## config.mk

```make
export PLATFORM = sky130hd
export DESIGN_NAME = conv_seq_ctrl
export DESIGN_NICKNAME = d
export VERILOG_FILES = /design/src/rtl/conv_seq_ctrl.sv
export SDC_FILE = /design/constraint.sdc
export NUM_CORES = 1
export LEC_CHECK = 0
export BUFFER_PORTS_ARGS = -buffer_cell sky130_fd_sc_hd__buf_4
export CORE_ASPECT_RATIO = 2
export CORE_MARGIN = 8
export CORE_UTILIZATION = 50
export DETAILED_ROUTE_END_ITERATION = 8
export GPL_TIMING_DRIVEN = 1
export PLACE_DENSITY_LB_ADDON = 0.05
export SETUP_SLACK_MARGIN = 0.05
export SLEW_MARGIN = 20
export SYNTH_ARGS = -nofsm -noshare
export SYNTH_HDL_FRONTEND = slang
export SYNTH_SLANG_ARGS = --single-unit
```

## constraint.sdc

```tcl
create_clock -name clk -period 7.4 [get_ports clk]
set_input_delay 0.74 -clock clk [delete_from_list [all_inputs] [get_ports clk]]
set_output_delay 0.74 -clock clk [all_outputs]
set_load 0.02 [all_outputs]
```

## src/rtl/conv_seq_ctrl.sv

```systemverilog
// Conv layer pass sequencer: walks in_tile/col/row/out_tile over a tiled input stream and drives
// the conv datapath controls, with a latency-matched output valid and 3x3 window-edge masking.
module conv_seq_ctrl #(
  parameter int ROW_BUFFER_DEPTH     = 9,
  parameter int DIM_WIDTH            = 9,
  parameter int TILE_WIDTH           = 6,
  parameter int SCALE_WIDTH          = 4,
  parameter int MULT_PIPELINE_STAGE  = 2,
  parameter int ADDER_PIPELINE_STAGE = 2
) (
  input  logic                        clk,
  input  logic                        rst,
  input  logic                        start,
  input  logic                        cfg_pw_mode,
  input  logic [DIM_WIDTH-1:0]        cfg_img_w,
  input  logic [DIM_WIDTH-1:0]        cfg_img_h,
  input  logic [TILE_WIDTH-1:0]       cfg_in_tiles,
  input  logic [TILE_WIDTH-1:0]       cfg_out_tiles,
  input  logic [SCALE_WIDTH-1:0]      cfg_scale,
  input  logic                        in_valid,
  output logic                        in_ready,
  output logic                        busy,
  output logic                        done,
  output logic                        state_rst,
  output logic                        adder_rst,
  output logic                        acc_last,
  output logic                        out_valid,
  output logic [SCALE_WIDTH-1:0]      scale_in,
  output logic                        PW_mode,
  output logic [ROW_BUFFER_DEPTH-1:0] buff_len_ctrl,
  output logic                        buff_len_rst
);

  localparam int LAT = MULT_PIPELINE_STAGE + ADDER_PIPELINE_STAGE;

  localparam logic [2:0] IDLE  = 3'd0;
  localparam logic [2:0] LOAD  = 3'd1;
  localparam logic [2:0] RUN   = 3'd2;
  localparam logic [2:0] REARM = 3'd3;
  localparam logic [2:0] DRAIN = 3'd4;
  localparam logic [2:0] DONE  = 3'd5;

  logic [2:0]                  state_q, state_d;
  logic                        pw_q;
  logic [SCALE_WIDTH-1:0]      scale_q;
  logic [DIM_WIDTH-1:0]        w_last_q, h_last_q;
  logic [TILE_WIDTH-1:0]       in_last_q, out_last_q;
  logic [ROW_BUFFER_DEPTH-1:0] buff_len_q;
  logic [TILE_WIDTH-1:0]       in_tile_q, out_tile_q;
  logic [DIM_WIDTH-1:0]        col_q, row_q;
  logic [7:0]                  drain_q;
  logic [LAT-1:0]              lat_sr_q, lat_sr_d;

  logic [DIM_WIDTH-1:0]        w_clamp;
  logic [ROW_BUFFER_DEPTH-1:0] therm;
  logic accepted, in_tile_last, col_last, row_last, out_last, pass_beat_last, win;

  always_comb begin
    w_clamp = cfg_img_w;
    if (cfg_img_w == '0) begin
      w_clamp = DIM_WIDTH'(1);
    end else if (cfg_img_w > DIM_WIDTH'(ROW_BUFFER_DEPTH)) begin
      w_clamp = DIM_WIDTH'(ROW_BUFFER_DEPTH);
    end
    therm = '0;
    for (int i = 0; i < ROW_BUFFER_DEPTH; i++) begin
      therm[i] = (i < int'(w_clamp));
    end
  end

  assign accepted       = (state_q == RUN) & in_valid;
  assign in_tile_last   = (in_tile_q == in_last_q);
  assign col_last       = (col_q == w_last_q);
  assign row_last       = (row_q == h_last_q);
  assign out_last       = (out_tile_q == out_last_q);
  assign pass_beat_last = accepted & in_tile_last & col_last & row_last;
  // A 3x3 output exists only once the window has two rows/cols of history behind it.
  assign win = pw_q | ((row_q >= DIM_WIDTH'(2)) & (col_q >= DIM_WIDTH'(2)));

  always_comb begin
    state_d = state_q;
    unique case (state_q)
      IDLE:    if (start) state_d = LOAD;
      LOAD:    state_d = RUN;
      RUN:     if (pass_beat_last) state_d = out_last ? DRAIN : REARM;
      REARM:   state_d = RUN;
      DRAIN:   if (drain_q >= 8'(LAT - 1)) state_d = DONE;
      DONE:    state_d = IDLE;
      default: state_d = IDLE;
    endcase
  end

  always_ff @(posedge clk or posedge rst) begin
    if (rst) begin
      state_q    <= IDLE;
      pw_q       <= 1'b0;
      scale_q    <= '0;
      w_last_q   <= '0;
      h_last_q   <= '0;
      in_last_q  <= '0;
      out_last_q <= '0;
      buff_len_q <= '0;
      in_tile_q  <= '0;
      out_tile_q <= '0;
      col_q      <= '0;
      row_q      <= '0;
      drain_q    <= '0;
    end else begin
      state_q <= state_d;
      unique case (state_q)
        IDLE: if (start) begin
          pw_q       <= cfg_pw_mode;
          scale_q    <= cfg_scale;
          w_last_q   <= w_clamp - DIM_WIDTH'(1);
          h_last_q   <= (cfg_img_h == '0) ? '0 : cfg_img_h - DIM_WIDTH'(1);
          in_last_q  <= (cfg_in_tiles == '0) ? '0 : cfg_in_tiles - TILE_WIDTH'(1);
          out_last_q <= (cfg_out_tiles == '0) ? '0 : cfg_out_tiles - TILE_WIDTH'(1);
          buff_len_q <= therm;
        end
        LOAD: begin
          in_tile_q  <= '0;
          out_tile_q <= '0;
          col_q      <= '0;
          row_q      <= '0;
        end
        RUN: begin
          if (accepted) begin
            if (!in_tile_last) begin
              in_tile_q <= in_tile_q + TILE_WIDTH'(1);
            end else begin
              in_tile_q <= '0;
              if (!col_last) begin
                col_q <= col_q + DIM_WIDTH'(1);
              end else begin
                col_q <= '0;
                row_q <= row_last ? '0 : row_q + DIM_WIDTH'(1);
              end
            end
          end
          drain_q <= 8'd1;
        end
        REARM: begin
          in_tile_q  <= '0;
          col_q      <= '0;
          row_q      <= '0;
          out_tile_q <= out_tile_q + TILE_WIDTH'(1);
        end
        DRAIN:   drain_q <= drain_q + 8'd1;
        default: ;
      endcase
    end
  end

  // acc_last travels through the multiplier and adder-tree latency alongside its window flag.
  always_comb begin
    lat_sr_d    = lat_sr_q << 1;
    lat_sr_d[0] = acc_last & win;
  end

  always_ff @(posedge clk or posedge rst) begin
    if (rst) lat_sr_q <= '0;
    else     lat_sr_q <= lat_sr_d;
  end

  assign in_ready      = (state_q == RUN);
  assign busy          = (state_q != IDLE);
  assign done          = (state_q == DONE);
  assign state_rst     = (state_q == LOAD);
  assign buff_len_rst  = (state_q == LOAD) | (state_q == REARM);
  assign adder_rst     = accepted & (in_tile_q == '0);
  assign acc_last      = accepted & in_tile_last;
  assign out_valid     = lat_sr_q[LAT-1];
  assign scale_in      = ((state_q == RUN) | (state_q == REARM) | (state_q == DRAIN)) ? scale_q : '0;
  assign PW_mode       = pw_q;
  assign buff_len_ctrl = buff_len_q;

endmodule

```

==> impl_metrics.toml <==
[drt]
first_iter_violations = 142
routed-via-count = 3885
wl_per_cell_um = 15.52
firstDrtPassIters = 4
ant_nets = 0
viasPerCell = 5.622
wirelength_um = 10720
drc = 0

[timing]
tightest_slew_ps = 984.6
fin_crit_sh_pct = 41.73
hold_viol = 0
period_needed_ps = 3088
fmax_mhz = 323.9
grt_setup_unrepaired = "no"
fin_skew_ps = 5.049
slew_headroom_pct = 34.12
hold_ws_ps = 305.4
drv_slew = 0
tns_ps = 0
setup_viol = 0

[pwr]
p_sw_share_pct = 34.16
p_int_mw = 1.206
power_density_nw_per_um2 = 324.6
peakVddDrop_v = 0.0001884
power.total_mw = 1.832
p_seq_share_pct = 41.1
p_sw_uw = 625.7
clkPwrFrac_pct = 28.8
p_leak_nw = 2.535
power_frac_comb_pct = 30.1

[status]
outcome = "completed"

[synth]
synthArstFlopShare_pct = 100.0
postSynthCellCount = 526
synth_warnings = 0
synth.avg_cell_area_um2 = 9.087
ys_types = 49
netlist.area_leader.share_pct = 46.60
seq_area_frac_synth_pct = 46.60
synth_top_cell_by_area = "dfrtp_1"
ys_seq_elements = 89
synth_common_cells = "nand2_1 (91), dfrtp_1 (89), nor2_1 (45)"
synth_most_common_cell = "nand2_1"
synth_nets = 580
synth_edf_count = 0
synthTopCellsByArea = "dfrtp_1 (47%), nand2_1 (7.1%), xnor2_1 (6.4%), o21ai_0 (4.3%), ha_1 (3.9%)"
ys.flop_type = "dfrtp_1"
syn_area_um2 = 4780

[worst_setup_path]
worstSetupEndpointType = "output pin"
critPathCapture = "acc_last"
critPathKind = "register to output pin"
worst-path-max-fanout = 17
cp_data_arrival_time_ps = 2350
regToRegSetupSlack_ps = 4620
rr_startpoint = "state_q[2]"
crit_required_ps = 6660
r2r_end = "row_q[1]"
start_kind = "register"
cp-startpoint = "state_q[1]"
r2r_cells = 6

[clocking]
htreeDepth = 3
cts.reportedPaths.clkPinSlew_ps = 60
cts_tree = "yes"
post_cts_buffers = 0
cts.sinks = 89
cts-buffers-inserted = 9
postCtsResizedCells = 0
ctsLongestPathBuffers = 2
hold_buffers = 0
insertion_delay_ps = 340
cts_root_buf = "clkbuf_16"

[cells_and_area]
layout-drive-gt1-share_pct = 16.35
insertedDiodeCount = 0
finish.utilization_pct = 60.54
area_growth_pct = 18.06
nets = 636

[place]
gp_congestion = 0.8633
hpwlAfterDp_um = 8103
port_buffers = 60

[die]
io_pins = 61
initial_core_util_pct = 51.28
die-area_um2 = 13130
core-area_um2 = 9321
die_width_um = 85.14
die_h_um = 154.3
rows = 50

[grt]
overflow = 0
grt_pass1_vias = 4049
grt_pass1_wl_um = 18400
antenna_found_initial = 0
grt_max_degree = 77
grt_util_all_layers_pct = 17.25

[flow_run]
maxCapViolCount = 0

[min_path]
hp-class = "input pin to async pin"
## critical path: stages (launching register included)
cell and delay [ps]:
dfrtp_1 660, nand2_1 270, inv_2 190, and2_4 190
nand3_1 350, inv_1 190, buf_4 160
## through the flow
step	instance area [um2]	cells	worst slack [ps]
finish	5643	691	4312
global route	5643	691	4138
CTS	5643	691	4334
detailed placement	5293	675	4578
global placement	5293	675	4700
floorplan	4780	526	4353
## per-layer routing
metal | vias up | share of wire, % | GRT usage (%)
met2 | 84 | 55 | 31.75
li1 | 1918 | - | -
met1 | 1865 | 39 | 18.26
met4 | 0 | 2.2 | 7.449
met5 | - | 0 | 0
met3 | 18 | 3.4 | 3.397
## registers in the layout, indices dropped and copies added, names as in the netlist
| name | flops |
|---|---|
| scale_q | 4 |
| buff_len_ctrl | 9 |
| row_q | 9 |
| w_last_q | 9 |
| out_last_q | 6 |
| out_tile_q | 6 |
| h_last_q | 9 |
| drain_q | 8 |
| in_tile_q | 6 |
| state_q | 3 |
| lat_sr_q | 4 |
| PW_mode | 1 |
| in_last_q | 6 |
| col_q | 9 |
## kinds of logic after synthesis
kind of cell / share of synthesized area [%]
adder cells (fa/ha/maj): 3.927
AO/OA/AOI/OAI: 11.86
multiplexers: 1.126
flip-flops: 46.60
buffers and inverters: 3.325
AND/OR/NAND/NOR: 23.27
XOR/XNOR: 9.895
## power groups by stage
stage                     sequential (mW)  clock (mW)  combinational (mW)
after CTS                           0.754       0.539               0.559
after detailed placement            0.762           0               0.556
after global placement              0.759           0               0.544
final                               0.753       0.528               0.551
after floorplan                     0.750           0               0.380
after global routing                0.776       0.558               0.612
## worst min path at each step
stage,startpoint,to,slack (ps),cells after the start
after CTS,rst,row_q[4],300,2
after detailed placement,lat_sr_q[1],lat_sr_q[2],340,0
after global placement,lat_sr_q[0],lat_sr_q[1],330,0
after floorplan,lat_sr_q[0],lat_sr_q[1],330,0
final,rst,row_q[4],310,2
after global routing,rst,row_q[4],320,2
## layout make-up
cell class | count | area (um2)
fill | 853 | 3679
inverter | 20 | 76.32
clock buffer | 9 | 225.2
clock inverter | 7 | 125.1
multi-input combinational | 400 | 2394
timing repair buffer | 62 | 465.4
tap | 104 | 130.1
sequential | 89 | 2227
## cells in the final DEF, fill, tap and decap left out, drive strengths merged, types with 8 or more instances in the layout
cell	netlist	final
nor2	46	46
clkbuf	10	9
xor2	19	19
a21oi	23	23
o31ai	8	8
inv	20	22
buf	7	62
dfrtp	89	89
nand4	10	10
nor3	23	23
ha	15	15
o21ai	41	41
nand3	20	20
nor4	9	9
nand2	91	91
xnor2	35	35
No activity file was read; power rests on OpenSTA's default activity.
